### src/rtl/fpga_top_mul_share_arb_if.sv
// Request/response bundle between the lane engines and the shared multiplier.
// The requesters use the master modport; the multiplier block uses the slave modport.
interface fpga_top_mul_share_arb_if #(
  parameter int NUM_REQ  = 4,
  parameter int A_WIDTH  = 9,
  parameter int B_WIDTH  = 10,
  parameter int P_WIDTH  = 16,
  parameter int ID_WIDTH = 2
);
  logic [NUM_REQ-1:0]         req_valid;
  logic [NUM_REQ-1:0]         req_ready;
  logic [NUM_REQ*A_WIDTH-1:0] req_a;
  logic [NUM_REQ*B_WIDTH-1:0] req_b;
  logic [NUM_REQ-1:0]         rsp_valid;
  logic [NUM_REQ-1:0]         rsp_ready;
  logic [P_WIDTH-1:0]         rsp_p;
  logic [ID_WIDTH-1:0]        rsp_id;
  logic                       busy;

  modport master (
    output req_valid, req_a, req_b, rsp_ready,
    input  req_ready, rsp_valid, rsp_p, rsp_id, busy
  );

  modport slave (
    input  req_valid, req_a, req_b, rsp_ready,
    output req_ready, rsp_valid, rsp_p, rsp_id, busy
  );
endinterface

### src/rtl/fpga_top_mul_share_arb.sv
// Round-robin sharing of one multiplier among NUM_REQ requesters, one-cycle registered result.
// Optional counters grant_cnt/stall_cnt are enabled by FPGA_TOP_MUL_SHARE_ARB_STATS_EN.
module fpga_top_mul_share_arb #(
  parameter int NUM_REQ  = 4,
  parameter int A_WIDTH  = 9,
  parameter int B_WIDTH  = 10,
  parameter int P_WIDTH  = 16,
  parameter int ID_WIDTH = 2
) (
  input  logic ap_clk,
  input  logic ap_rst_n,
`ifdef FPGA_TOP_MUL_SHARE_ARB_STATS_EN
  output logic [31:0] grant_cnt,
  output logic [31:0] stall_cnt,
`endif
  fpga_top_mul_share_arb_if.slave bus
);
  localparam int FULL_WIDTH = A_WIDTH + B_WIDTH;
  localparam logic [0:0] ST_EMPTY = 1'b0;
  localparam logic [0:0] ST_FULL  = 1'b1;

  logic [0:0]            state;
  logic [ID_WIDTH-1:0]   rr_ptr;
  logic [ID_WIDTH-1:0]   rsp_id_q;
  logic [NUM_REQ-1:0]    rsp_valid_q;
  logic [P_WIDTH-1:0]    rsp_p_q;

  logic                  found;
  logic [ID_WIDTH-1:0]   grant;
  logic                  can_accept;
  logic                  consume;
  logic                  transfer;
  logic [NUM_REQ-1:0]    ready_vec;
  logic [A_WIDTH-1:0]    a_sel;
  logic [B_WIDTH-1:0]    b_sel;
  logic [FULL_WIDTH-1:0] full_prod;

  assign consume    = (state == ST_FULL) && bus.rsp_ready[rsp_id_q];
  assign can_accept = (state == ST_EMPTY) || consume;

  // First valid requester at or after rr_ptr, wrapping modulo NUM_REQ.
  always_comb begin
    int idx;
    found = 1'b0;
    grant = '0;
    for (int k = 0; k < NUM_REQ; k++) begin
      idx = int'(rr_ptr) + k;
      if (idx >= NUM_REQ) idx = idx - NUM_REQ;
      if (!found && bus.req_valid[idx]) begin
        found = 1'b1;
        grant = idx[ID_WIDTH-1:0];
      end
    end
  end

  assign transfer = found && can_accept && ap_rst_n;

  always_comb begin
    ready_vec = '0;
    if (transfer) ready_vec[grant] = 1'b1;
  end

  assign a_sel     = bus.req_a[grant*A_WIDTH +: A_WIDTH];
  assign b_sel     = bus.req_b[grant*B_WIDTH +: B_WIDTH];
  assign full_prod = FULL_WIDTH'(a_sel) * FULL_WIDTH'(b_sel);

  // A concurrent consume and accept keeps the register FULL for one result per cycle.
  always_ff @(posedge ap_clk) begin
    if (!ap_rst_n) begin
      state       <= ST_EMPTY;
      rr_ptr      <= '0;
      rsp_id_q    <= '0;
      rsp_valid_q <= '0;
      rsp_p_q     <= '0;
    end else if (transfer) begin
      state       <= ST_FULL;
      rsp_id_q    <= grant;
      rsp_p_q     <= full_prod[P_WIDTH-1:0];
      rsp_valid_q <= NUM_REQ'(1) << grant;
      rr_ptr      <= (grant == ID_WIDTH'(NUM_REQ - 1)) ? '0 : grant + 1'b1;
    end else if (consume) begin
      state       <= ST_EMPTY;
      rsp_valid_q <= '0;
    end
  end

`ifdef FPGA_TOP_MUL_SHARE_ARB_STATS_EN
  always_ff @(posedge ap_clk) begin
    if (!ap_rst_n) begin
      grant_cnt <= '0;
      stall_cnt <= '0;
    end else begin
      if (transfer && grant_cnt != 32'hFFFF_FFFF) grant_cnt <= grant_cnt + 32'd1;
      if ((state == ST_FULL) && !bus.rsp_ready[rsp_id_q] && (|bus.req_valid)
          && stall_cnt != 32'hFFFF_FFFF)
        stall_cnt <= stall_cnt + 32'd1;
    end
  end
`endif

  assign bus.req_ready = ready_vec;
  assign bus.rsp_valid = rsp_valid_q;
  assign bus.rsp_p     = rsp_p_q;
  assign bus.rsp_id    = rsp_id_q;
  assign bus.busy      = (state == ST_FULL);
endmodule
### src/flat_wrapper.sv
// flat-port wrapper written by rule: the top's interface ports become plain ports
module fpga_top_mul_share_arb_flat 
#(
  parameter int NUM_REQ  = 4,
  parameter int A_WIDTH  = 9,
  parameter int B_WIDTH  = 10,
  parameter int P_WIDTH  = 16,
  parameter int ID_WIDTH = 2
)
  (ap_clk, ap_rst_n, bus_req_valid, bus_req_a, bus_req_b, bus_rsp_ready, bus_req_ready, bus_rsp_valid, bus_rsp_p, bus_rsp_id, bus_busy);
  fpga_top_mul_share_arb_if #(.NUM_REQ(NUM_REQ), .A_WIDTH(A_WIDTH), .B_WIDTH(B_WIDTH), .P_WIDTH(P_WIDTH), .ID_WIDTH(ID_WIDTH)) bus_i ();
  input  logic ap_clk;
  input  logic ap_rst_n;
  input wire logic [$bits(bus_i.req_valid)-1:0] bus_req_valid;
  input wire logic [$bits(bus_i.req_a)-1:0] bus_req_a;
  input wire logic [$bits(bus_i.req_b)-1:0] bus_req_b;
  input wire logic [$bits(bus_i.rsp_ready)-1:0] bus_rsp_ready;
  output wire logic [$bits(bus_i.req_ready)-1:0] bus_req_ready;
  output wire logic [$bits(bus_i.rsp_valid)-1:0] bus_rsp_valid;
  output wire logic [$bits(bus_i.rsp_p)-1:0] bus_rsp_p;
  output wire logic [$bits(bus_i.rsp_id)-1:0] bus_rsp_id;
  output wire logic [$bits(bus_i.busy)-1:0] bus_busy;
  assign bus_i.req_valid = bus_req_valid;
  assign bus_i.req_a = bus_req_a;
  assign bus_i.req_b = bus_req_b;
  assign bus_i.rsp_ready = bus_rsp_ready;
  assign bus_req_ready = bus_i.req_ready;
  assign bus_rsp_valid = bus_i.rsp_valid;
  assign bus_rsp_p = bus_i.rsp_p;
  assign bus_rsp_id = bus_i.rsp_id;
  assign bus_busy = bus_i.busy;
  fpga_top_mul_share_arb #(.NUM_REQ(NUM_REQ), .A_WIDTH(A_WIDTH), .B_WIDTH(B_WIDTH), .P_WIDTH(P_WIDTH), .ID_WIDTH(ID_WIDTH)) u_core (.ap_clk(ap_clk), .ap_rst_n(ap_rst_n), .bus(bus_i));
endmodule
### config.mk
export PLATFORM = sky130hd
export DESIGN_NAME = fpga_top_mul_share_arb_flat
export DESIGN_NICKNAME = d
export VERILOG_FILES = /design/src/rtl/fpga_top_mul_share_arb_if.sv /design/src/rtl/fpga_top_mul_share_arb.sv /design/src/flat_wrapper.sv
export SDC_FILE = /design/constraint.sdc
export NUM_CORES = 1
export LEC_CHECK = 0
export ABC_AREA = 1
export CAP_MARGIN = 20
export CORE_ASPECT_RATIO = 0.9
export CORE_UTILIZATION = 45
export CTS_CLUSTER_SIZE = 40
export DETAILED_ROUTE_END_ITERATION = 16
export PLACE_DENSITY = 0.8
export SYNTH_ARGS = -nofsm -noshare
export SYNTH_HDL_FRONTEND = slang
export SYNTH_SLANG_ARGS = --single-unit
### constraint.sdc
create_clock -name ap_clk -period 12.1 [get_ports ap_clk]
set_input_delay 1.815 -clock ap_clk [delete_from_list [all_inputs] [get_ports ap_clk]]
set_output_delay 1.815 -clock ap_clk [all_outputs]
set_load 0.05 [all_outputs]
# ---- Word-level counts from Yosys, hierarchy flattened
# Cells that the tools add are included.
dict set report word_totals {
  elab_cells 78
  output_inout_bits 27
  register_bits 25
}
dict set report classes {
  n_eq_ne 1
  shift 3
  n_addsub 8
  n_mul 3
  order_cmp 11
  mux 34
  n_reduce_logical 12
  bitwise 1
}
# operator n
set op_table {}
lappend op_table {{32-bit by 4-bit less-than comparator with 1-bit output, second input constant} 4}
lappend op_table {{32-bit 2-to-1 mux} 4}
lappend op_table {{32-bit by 4-bit greater-or-equal comparator with 1-bit output, second input constant} 3}
lappend op_table {{32-bit by 4-bit subtractor with 32-bit output, second input constant} 3}
lappend op_table {{40-bit by 7-bit variable part select with 10-bit output} 1}
lappend op_table {{36-bit by 7-bit variable part select with 9-bit output} 1}
lappend op_table {{9-bit by 10-bit multiplier with 16-bit output} 1}
lappend op_table {{1-bit 2-to-1 mux} 16}
lappend op_table {{4-bit 2-to-1 mux} 3}
lappend op_table {{1-bit binary-select mux with 2-bit select} 5}
lappend op_table {{2-bit 2-to-1 mux} 5}
lappend op_table {{1-bit logical AND} 7}
lappend op_table {{2-bit by 2-bit adder with 3-bit output, second input constant} 2}
lappend op_table {{2-bit by 3-bit less-than comparator with 1-bit output, second input constant} 2}
lappend op_table {{2-bit by 4-bit multiplier with 6-bit output, second input constant} 1}
lappend op_table {{2-bit by 3-bit multiplier with 5-bit output, second input constant} 1}
lappend op_table {{1-bit by 2-bit left shift with 4-bit output, first input constant} 1}
lappend op_table {{2-bit by 3-bit subtractor with 4-bit output, second input constant} 1}
lappend op_table {{2-bit by 1-bit adder with 3-bit output, second input constant} 1}
lappend op_table {{2-bit by 3-bit greater-or-equal comparator with 1-bit output, second input constant} 1}
lappend op_table {{1-bit logical NOT} 3}
lappend op_table {{2-bit by 1-bit adder with 2-bit output, second input constant} 1}
lappend op_table {{1-bit demux with 2-bit select} 1}
lappend op_table {{2-bit equality test, second input constant} 1}
lappend op_table {{other kinds (4)} 4}

# ---- Logic depth before layout (Yosys ltp)
# Gate-level depths: netlist (run 1).
dict set report logic_depth {
  word_depth 20
  ltp_mapped 40
}

# ---- Worst setup path before layout (run 1)
# OpenSTA, ideal clock, no wires.
dict set report synth_timing {
  path_type {input to register}
  from {input bus_req_valid[2]}
  to {register u_core.rsp_p_q[14] (netlist: u_core.bus.rsp_p[14])}
  setup_ps 118
  cell_stages 33
  required_time_ps 11982
  setup_slack_ps 4826
  path_buffers 2
  arrival_time_ps 7156
  path_cell_list {inv_1 nand2_1 nand3_2 nand2_2 nor2_8 nand3_4 nand3_4 buf_8 inv_4 buf_6 or2_1 a32oi_4 nor2_1 fa_1 fa_1 inv_1 fa_1 fa_1 inv_1 ha_1 a21oi_1 nand2_1 a21oi_1 inv_1 a21oi_1 o21ai_0 and2_1 o21ai_0 nand2_1 xnor2_1 nor2_1 a21oi_1 nor2_1}
}
dict set report synth_via {
  elab_chain_len 16
  elab_cells_between_ends 33
}
# element line_no
set synth_lines {}
lappend synth_lines {{start, declared} flat_wrapper.sv:14} ;# input wire logic [$bits(bus_i.req_valid)-1:0] bus_req_valid;
lappend synth_lines {{1-bit binary-select mux with 2-bit select} fpga_top_mul_share_arb.sv:49} ;# if (!found && bus.req_valid[idx]) begin
lappend synth_lines {{1-bit 2-to-1 mux (implied by the code) (2 in a row)} fpga_top_mul_share_arb.sv:49}
lappend synth_lines {{1-bit 2-to-1 mux} fpga_top_mul_share_arb.sv:49}
lappend synth_lines {{1-bit logical NOT} fpga_top_mul_share_arb.sv:49}
lappend synth_lines {{1-bit logical AND} fpga_top_mul_share_arb.sv:49}
lappend synth_lines {{1-bit 2-to-1 mux} fpga_top_mul_share_arb.sv:49}
lappend synth_lines {{1-bit logical NOT} fpga_top_mul_share_arb.sv:49}
lappend synth_lines {{1-bit logical AND} fpga_top_mul_share_arb.sv:49}
lappend synth_lines {{1-bit 2-to-1 mux} fpga_top_mul_share_arb.sv:49}
lappend synth_lines {{1-bit logical NOT} fpga_top_mul_share_arb.sv:49}
lappend synth_lines {{1-bit logical AND} fpga_top_mul_share_arb.sv:49}
lappend synth_lines {{2-bit 2-to-1 mux (*)} fpga_top_mul_share_arb.sv:49}
lappend synth_lines {{net u_core.grant[0]} fpga_top_mul_share_arb.sv:29} ;# logic [ID_WIDTH-1:0] grant;
lappend synth_lines {{2-bit by 4-bit multiplier with 6-bit output / 2-bit by 3-bit multiplier with 5-bit output (equally long branches)} {fpga_top_mul_share_arb.sv:63, fpga_top_mul_share_arb.sv:64}}
lappend synth_lines {{36-bit by 7-bit variable part select with 9-bit output / 40-bit by 7-bit variable part select with 10-bit output (equally long branches)} {fpga_top_mul_share_arb.sv:63, fpga_top_mul_share_arb.sv:64}}
lappend synth_lines {{9-bit by 10-bit multiplier with 16-bit output (*)} fpga_top_mul_share_arb.sv:65} ;# assign full_prod = FULL_WIDTH'(a_sel) * FULL_WIDTH'(b_sel);
lappend synth_lines {{end signal, assigned} fpga_top_mul_share_arb.sv:78} ;# rsp_p_q <= full_prod[P_WIDTH-1:0];
lappend synth_lines {{end, declared} fpga_top_mul_share_arb.sv:26} ;# logic [P_WIDTH-1:0] rsp_p_q;
# The timed path passes the listed nets; every way through them passes the cells marked *. The select of a mux whose other input is x is not followed.
# A chain may end at the register's enable or synchronous reset.

# ---- Final worst setup path (run 1)
dict set report layout_timing {
  from {input bus_req_valid[3]}
  to {register u_core.rsp_p_q[14] (netlist: u_core.bus.rsp_p[14])}
}
dict set report layout_via {
  elab_chain_len 16
  elab_cells_between_ends 33
}
# element line_no
set layout_lines {}
lappend layout_lines {{1-bit binary-select mux with 2-bit select} fpga_top_mul_share_arb.sv:49}
lappend layout_lines {{1-bit 2-to-1 mux (implied by the code) (2 in a row)} fpga_top_mul_share_arb.sv:49}
lappend layout_lines {{1-bit 2-to-1 mux} fpga_top_mul_share_arb.sv:49}
lappend layout_lines {{1-bit logical NOT} fpga_top_mul_share_arb.sv:49}
lappend layout_lines {{1-bit logical AND} fpga_top_mul_share_arb.sv:49}
lappend layout_lines {{1-bit 2-to-1 mux} fpga_top_mul_share_arb.sv:49}
lappend layout_lines {{1-bit logical NOT} fpga_top_mul_share_arb.sv:49}
lappend layout_lines {{1-bit logical AND} fpga_top_mul_share_arb.sv:49}
lappend layout_lines {{1-bit 2-to-1 mux} fpga_top_mul_share_arb.sv:49}
lappend layout_lines {{1-bit logical NOT} fpga_top_mul_share_arb.sv:49}
lappend layout_lines {{1-bit logical AND} fpga_top_mul_share_arb.sv:49}
lappend layout_lines {{2-bit 2-to-1 mux} fpga_top_mul_share_arb.sv:49}
lappend layout_lines {{2-bit by 4-bit multiplier with 6-bit output / 2-bit by 3-bit multiplier with 5-bit output (equally long branches)} {fpga_top_mul_share_arb.sv:63, fpga_top_mul_share_arb.sv:64}}
lappend layout_lines {{36-bit by 7-bit variable part select with 9-bit output / 40-bit by 7-bit variable part select with 10-bit output (equally long branches)} {fpga_top_mul_share_arb.sv:63, fpga_top_mul_share_arb.sv:64}}
lappend layout_lines {{9-bit by 10-bit multiplier with 16-bit output} fpga_top_mul_share_arb.sv:65}
# Parallel ways exist; a longest one is shown, timed or not. The select of a mux whose other input is x is not followed.

==> impl_metrics.tcl, run 1 <==
set metrics [dict create \
    outcome "completed" \
    fp.dieW_um 113 \
    synth_top_family_by_area "simple AND/OR/NAND/NOR gates" \
    grt_pass1_wl_um 19900 \
    wl_per_cell_um 12.1 \
    report.final.slew_viol_count 0 \
    start_kind "input pin" \
    synthAdderAreaFrac_pct 29.9 \
    final_common_cell "nand2_1" \
    timing.fmax_ghz 0.119 \
    syn-num-nets 894 \
    final-setup-viol-count 0 \
    path_max_fanout 56 \
    cts_root_buffer "clkbuf_16" \
    clk_latency_ns 0.26 \
    critical_path_required_ns 12.24 \
    rsz0062_at_grt "no" \
    syn_inst 721 \
    area_growth_pct 24.7 \
    hold_buffers 0 \
    firstDrtPassIters 5 \
    grt_overflow 0 \
    synth.avg_cell_area_um2 6.96 \
    arrival_ns 8.56 \
    crit_top_cell "nand2_1" \
    min_period_over_period_pct 69.5 \
    wl_um 11700 \
    grt_pass1_vias 4358 \
    nets 992 \
    die_area_um2 11600 \
    cts_num_sinks 25 \
    drv_cap 0 \
    clock-skew-final_ns 0.00244 \
    post-route-min-period_ns 8.42 \
    synth_compound_area_share_pct 11.2 \
    synth_xor_area_share_pct 1.40 \
    crit_slowest_cell "nand3_4" \
    layout_common_cells "170 x nand2_1, 152 x inv_1, 112 x clkdlybuf4s50_1" \
    die_h_um 102 \
    cts_buffers 3 \
    cp_slowest_stage_delay_ns 0.56 \
    routabilityCongestion 0.899 \
    io_pins 113 \
    grt_start_max_net_pins 57 \
    synth.mux.area_fraction_pct 0 \
    start_util_pct 46.2 \
    syn_area_um2 5020 \
    clock_path_buffers 2 \
    worstSetupPathType "in -> reg" \
    core_area_um2 10900 \
    num_antenna_cells 0 \
    detail-route-antenna-nets 0 \
    antenna_found_initial 0 \
    cts_tree "done" \
    hold_viol 0 \
    cts_setup_buffers 0 \
    synth_warnings 0 \
    synth_cell_types 38 \
    fin_tns_setup_ns 0 \
    post-dp-hpwl_um 9990 \
    drive_gt1_share_pct 8.80 \
    portBuffers 112 \
    slew-limit-headroom_pct 51.2 \
    crit_path_end_kind "flop" \
    crit_buf_inv 6 \
    drtIter0Drc 405 \
    synthSimpleGateAreaFrac_pct 31.4 \
    htree_levels 1 \
    ys_seq_area_share_pct 9.97 \
    holdCritPathClass "reg -> reg" \
    rows 36 \
    synth-seq-cells 25 \
    path_clk_slew_ns 0.06 \
    worst_pin_slew_ns 0.731 \
    viasPerCell 4.81 \
    vias 4667 \
    drc 0 \
    cts_resized 0 \
    track_usage_pct 21.3 \
    fillers 1001 \
    crit_family "adder cells" \
]
[final cells by class]
cell class	count	area, um2	area share [%]
Clock buffer	4	78.8	1.26
Sequential cell	25	500	8.00
Multi-Input combinational cell	505	3710	59.3
Timing Repair Buffer	114	1140	18.2
Tap cell	152	190	3.04
Inverter	170	641	10.2
[tightest hold or removal path, cell delays in order (launching register included)]
cell	delay, ns
dfxtp_1	0.31
nand2_1	0.06
a21oi_1	0.05
[cell usage after synthesis]
master      n  area share [%]
inv_2      17             1.3
a21o_1      1            0.15
dfxtp_1    25              10
nor2_8      1            0.40
nor2_4      1            0.22
inv_4       1            0.12
o21ai_0    19             1.9
nand3_4     2            0.70
nand2_4     3            0.67
nor2_1     66             4.9
nand4_1    15             1.9
and2_1      1            0.12
nor2_2      1            0.12
a21oi_1    30             3.0
ha_1       32             8.0
buf_8       1            0.30
or2_1      11             1.4
nand2_2    14             1.7
fa_1       55              22
buf_4       5            0.75
or2_2       8             1.0
clkbuf_1    5            0.37
a31oi_1     2            0.25
xor2_1      4            0.70
buf_6       7             1.6
nand3b_1    1            0.15
o31ai_2     1            0.25
buf_2       3            0.30
nand3_1    38             3.8
xnor2_1     4            0.70
o31ai_1     1            0.15
or2_0       5            0.62
inv_1     152              11
a32oi_2     8             2.6
a32o_1      1            0.20
a32oi_4     5             2.7
nand3_2     5             1.0
nand2_1   170              13
[per-layer routing]
metal / part of all wire, % / track usage, % / vias to the layer above
li1: - / - / 2382
met1: 48 / 30.1 / 2092
met2: 43 / 34.6 / 186
met3: 8.2 / 3.62 / 7
met4: 0.76 / 4.45 / 0
met5: 0 / 0 / -
[worst paths after layout]
path	startpoint	endpoint	slack [ns]	cells after the start
max	bus_req_valid[3]	u_core.bus.rsp_p[14]$_SDFFE_PN0P_	3.68	33
min reg2reg	u_core.bus.rsp_valid[3]$_SDFFE_PN0P_	u_core.bus.rsp_valid[3]$_SDFFE_PN0P_	0.46	2
min	u_core.bus.rsp_valid[3]$_SDFFE_PN0P_	u_core.bus.rsp_valid[3]$_SDFFE_PN0P_	0.46	2
max reg2reg	u_core.rr_ptr[0]$_SDFFE_PN0P_	u_core.bus.rsp_p[14]$_SDFFE_PN0P_	4.87	32
[registers in the layout (all words and copies together), names as in the netlist]
register	flops
u_core.bus.rsp_p	16
u_core.bus.rsp_valid	4
u_core.bus.rsp_id	2
u_core.rr_ptr	2
u_core.bus.busy	1
[stage by stage]
stage          instances  worst slack [ns]  hold WS [ns]  cell area [um2]  util (%)
2_1_floorplan        721              4.83         0.538             5020         -
3_3_place_gp         966              3.61         0.448             6180      56.9
3_5_place_dp         966              3.40         0.453             6180      56.9
4_1_cts              970              3.67         0.462             6260      57.7
5_1_grt              970              3.08         0.486             6260      57.7
6_report             970              3.68         0.459             6260      57.7
[kinds of logic after synthesis]
kind of cell | Yosys count
adders and majority gates | 87
and+or+nand+nor | 342
buffers and inverters | 191
AOI/OAI and AO/OA | 68
xor gates and xnor gates | 8
DFF | 25
Power of run 1 is not shown: default switching activity piles up to over one toggle a cycle in this logic, so the estimate is an artifact.
==> run 2: changes to the inputs <==
--- a/config.mk
+++ b/config.mk
@@ -11,7 +11,7 @@
 export CORE_UTILIZATION = 45
 export CTS_CLUSTER_SIZE = 40
 export DETAILED_ROUTE_END_ITERATION = 16
-export PLACE_DENSITY = 0.8
+export PLACE_DENSITY = 0.83
 export SYNTH_ARGS = -nofsm -noshare
 export SYNTH_HDL_FRONTEND = slang
 export SYNTH_SLANG_ARGS = --single-unit
==> constraint.sdc (replaced) <==
create_clock -name ap_clk -period 7.6 [get_ports ap_clk]
set_input_delay 1.14 -clock ap_clk [delete_from_list [all_inputs] [get_ports ap_clk]]
set_output_delay 1.14 -clock ap_clk [all_outputs]
set_load 0.05 [all_outputs]
==> run 2 against run 1 <==
Net effect: non-clock buffer count increased by 22; setup slack got worse by 3.2 ns; cell count increased by 2.3%.
==> impl_metrics.tcl, run 2 (synthesis results as in run 1) <==
set metrics [dict create \
    outcome "completed" \
    firstDrtPassIters 5 \
    holdCritPathClass "reg -> reg" \
    antenna_found_initial 0 \
    fillers 970 \
    hold_viol 0 \
    cts_buffers 3 \
    final_common_cell "nand2_1" \
    start_kind "input pin" \
    grt_start_max_net_pins 41 \
    critical_path_required_ns 7.76 \
    cts_num_sinks 25 \
    reg2reg_depth 36 \
    viasPerCell 4.81 \
    rows 36 \
    hold_buffers 0 \
    io_pins 113 \
    grt_overflow 0 \
    rsz0062_at_grt "no" \
    nets 1014 \
    portBuffers 112 \
    area_growth_pct 29.1 \
    cp_slowest_stage_delay_ns 0.54 \
    drive_gt1_share_pct 11.5 \
    wl_per_cell_um 12.1 \
    min_period_over_period_pct 93.3 \
    drc 0 \
    track_usage_pct 21.9 \
    worst_pin_slew_ns 0.755 \
    multiInputGateArea_um2 3730 \
    wl_um 12000 \
    htree_levels 1 \
    clock_path_buffers 2 \
    cts_tree "done" \
    path_clk_slew_ns 0.06 \
    post-route-min-period_ns 7.09 \
    report.final.slew_viol_count 0 \
    fp.dieW_um 113 \
    core_area_um2 10900 \
    vias 4767 \
    worstSetupPathType "in -> reg" \
    die_area_um2 11600 \
    crit_path_end_kind "flop" \
    drtIter0Drc 255 \
    slew-limit-headroom_pct 49.5 \
    crit_top_cell "nand2_1" \
    min_path_cells 2 \
    cts_root_buffer "clkbuf_16" \
    crit_slowest_cell "fa_1" \
    post-dp-hpwl_um 10300 \
    clk_latency_ns 0.25 \
    final-setup-viol-count 0 \
    fin_tns_setup_ns 0 \
    num_antenna_cells 0 \
    detail-route-antenna-nets 0 \
    arrival_ns 7.25 \
    die_h_um 102 \
    worstHoldStart "u_core.bus.rsp_valid[1]$_SDFFE_PN0P_" \
    clock-skew-final_ns 0.00249 \
    grt_pass1_wl_um 20700 \
    rrSetupSlack_ns 1.06 \
    drv_cap 0 \
    grt_pass1_vias 4646 \
    timing.fmax_ghz 0.141 \
    start_util_pct 46.2 \
    path_max_fanout 40 \
    routabilityCongestion 0.897 \
    layout_common_cells "169 x nand2_1, 152 x inv_1, 112 x clkdlybuf4s50_1" \
    largest_register_ffs 16 \
    r2r_end "u_core.bus.rsp_p[14]$_SDFFE_PN0P_" \
    holdPathEnd "u_core.bus.rsp_valid[1]$_SDFFE_PN0P_" \
    regArea_um2 500 \
    reg2reg_from "u_core.rr_ptr[0]$_SDFFE_PN0P_" \
]
run 2: changes by cell type in the layout (fill, tap and decap cells not counted):
cell | previous run | this run
buf_4 | 2 | 20
buf_12 | 0 | 2
a32oi_2 | 8 | 7
a21oi_2 | 0 | 2
nand2_1 | 170 | 169
nand2_2 | 14 | 15
a32oi_4 | 5 | 6
buf_6 | 0 | 2
a21oi_1 | 30 | 28
run 2: worst max-delay path by stage:
stage,endpoint,from
after floorplan,u_core.bus.rsp_p[14]$_SDFFE_PN0P_,bus_req_valid[2]
after global placement,u_core.bus.rsp_p[15]$_SDFFE_PN0P_,bus_req_valid[3]
after detailed placement,u_core.bus.rsp_p[14]$_SDFFE_PN0P_,bus_req_valid[3]
after CTS,u_core.bus.rsp_p[14]$_SDFFE_PN0P_,bus_req_valid[3]
after global routing,u_core.bus.rsp_p[14]$_SDFFE_PN0P_,bus_req_valid[3]
final,u_core.bus.rsp_p[15]$_SDFFE_PN0P_,bus_req_valid[2]
run 2: metal layers:
| layer | GRT usage (%) | part of all wire, % | up-vias |
|---|---|---|---|
| li1 | - | - | 2426 |
| met1 | 29.8 | 48 | 2179 |
| met2 | 37.2 | 45 | 150 |
| met3 | 3.20 | 6.1 | 12 |
| met4 | 4.76 | 1.4 | 0 |
| met5 | 0 | 0 | - |
run 2: final cells by class:
type	count	share of cell area (%)
multi-input combinational	505	57.6
timing repair buffer	136	20.6
inverter	170	9.89
sequential	25	7.73
tap	152	2.94
clock buffer	4	1.22
run 2: timing repair:
action                                  CTS  global route
gates resized for setup                   0             5
endpoints found under the setup margin    0             2
setup buffers                             0             2
run 2: through the flow:
stage	hold WS (ns)	setup WS, ns	cells	cell area [um2]	utilization [%]
3_3_place_gp	0.448	0.359	985	6350	58.5
4_1_cts	0.464	0.404	989	6430	59.2
2_1_floorplan	0.538	1.00	721	5020	-
5_1_grt	0.476	0.0105	992	6480	59.7
6_report	0.461	0.511	992	6480	59.7
3_5_place_dp	0.455	0.171	985	6350	58.5
run 2: critical path: cells and delay by family:
kind / cells / cell delay, ns
compound gates: 7 / 1.25
fa+ha+maj: 5 / 2.18
buf+inv: 9 / 1.16
simple gates: 14 / 1.50
Power of run 2 is left out for the same reason.
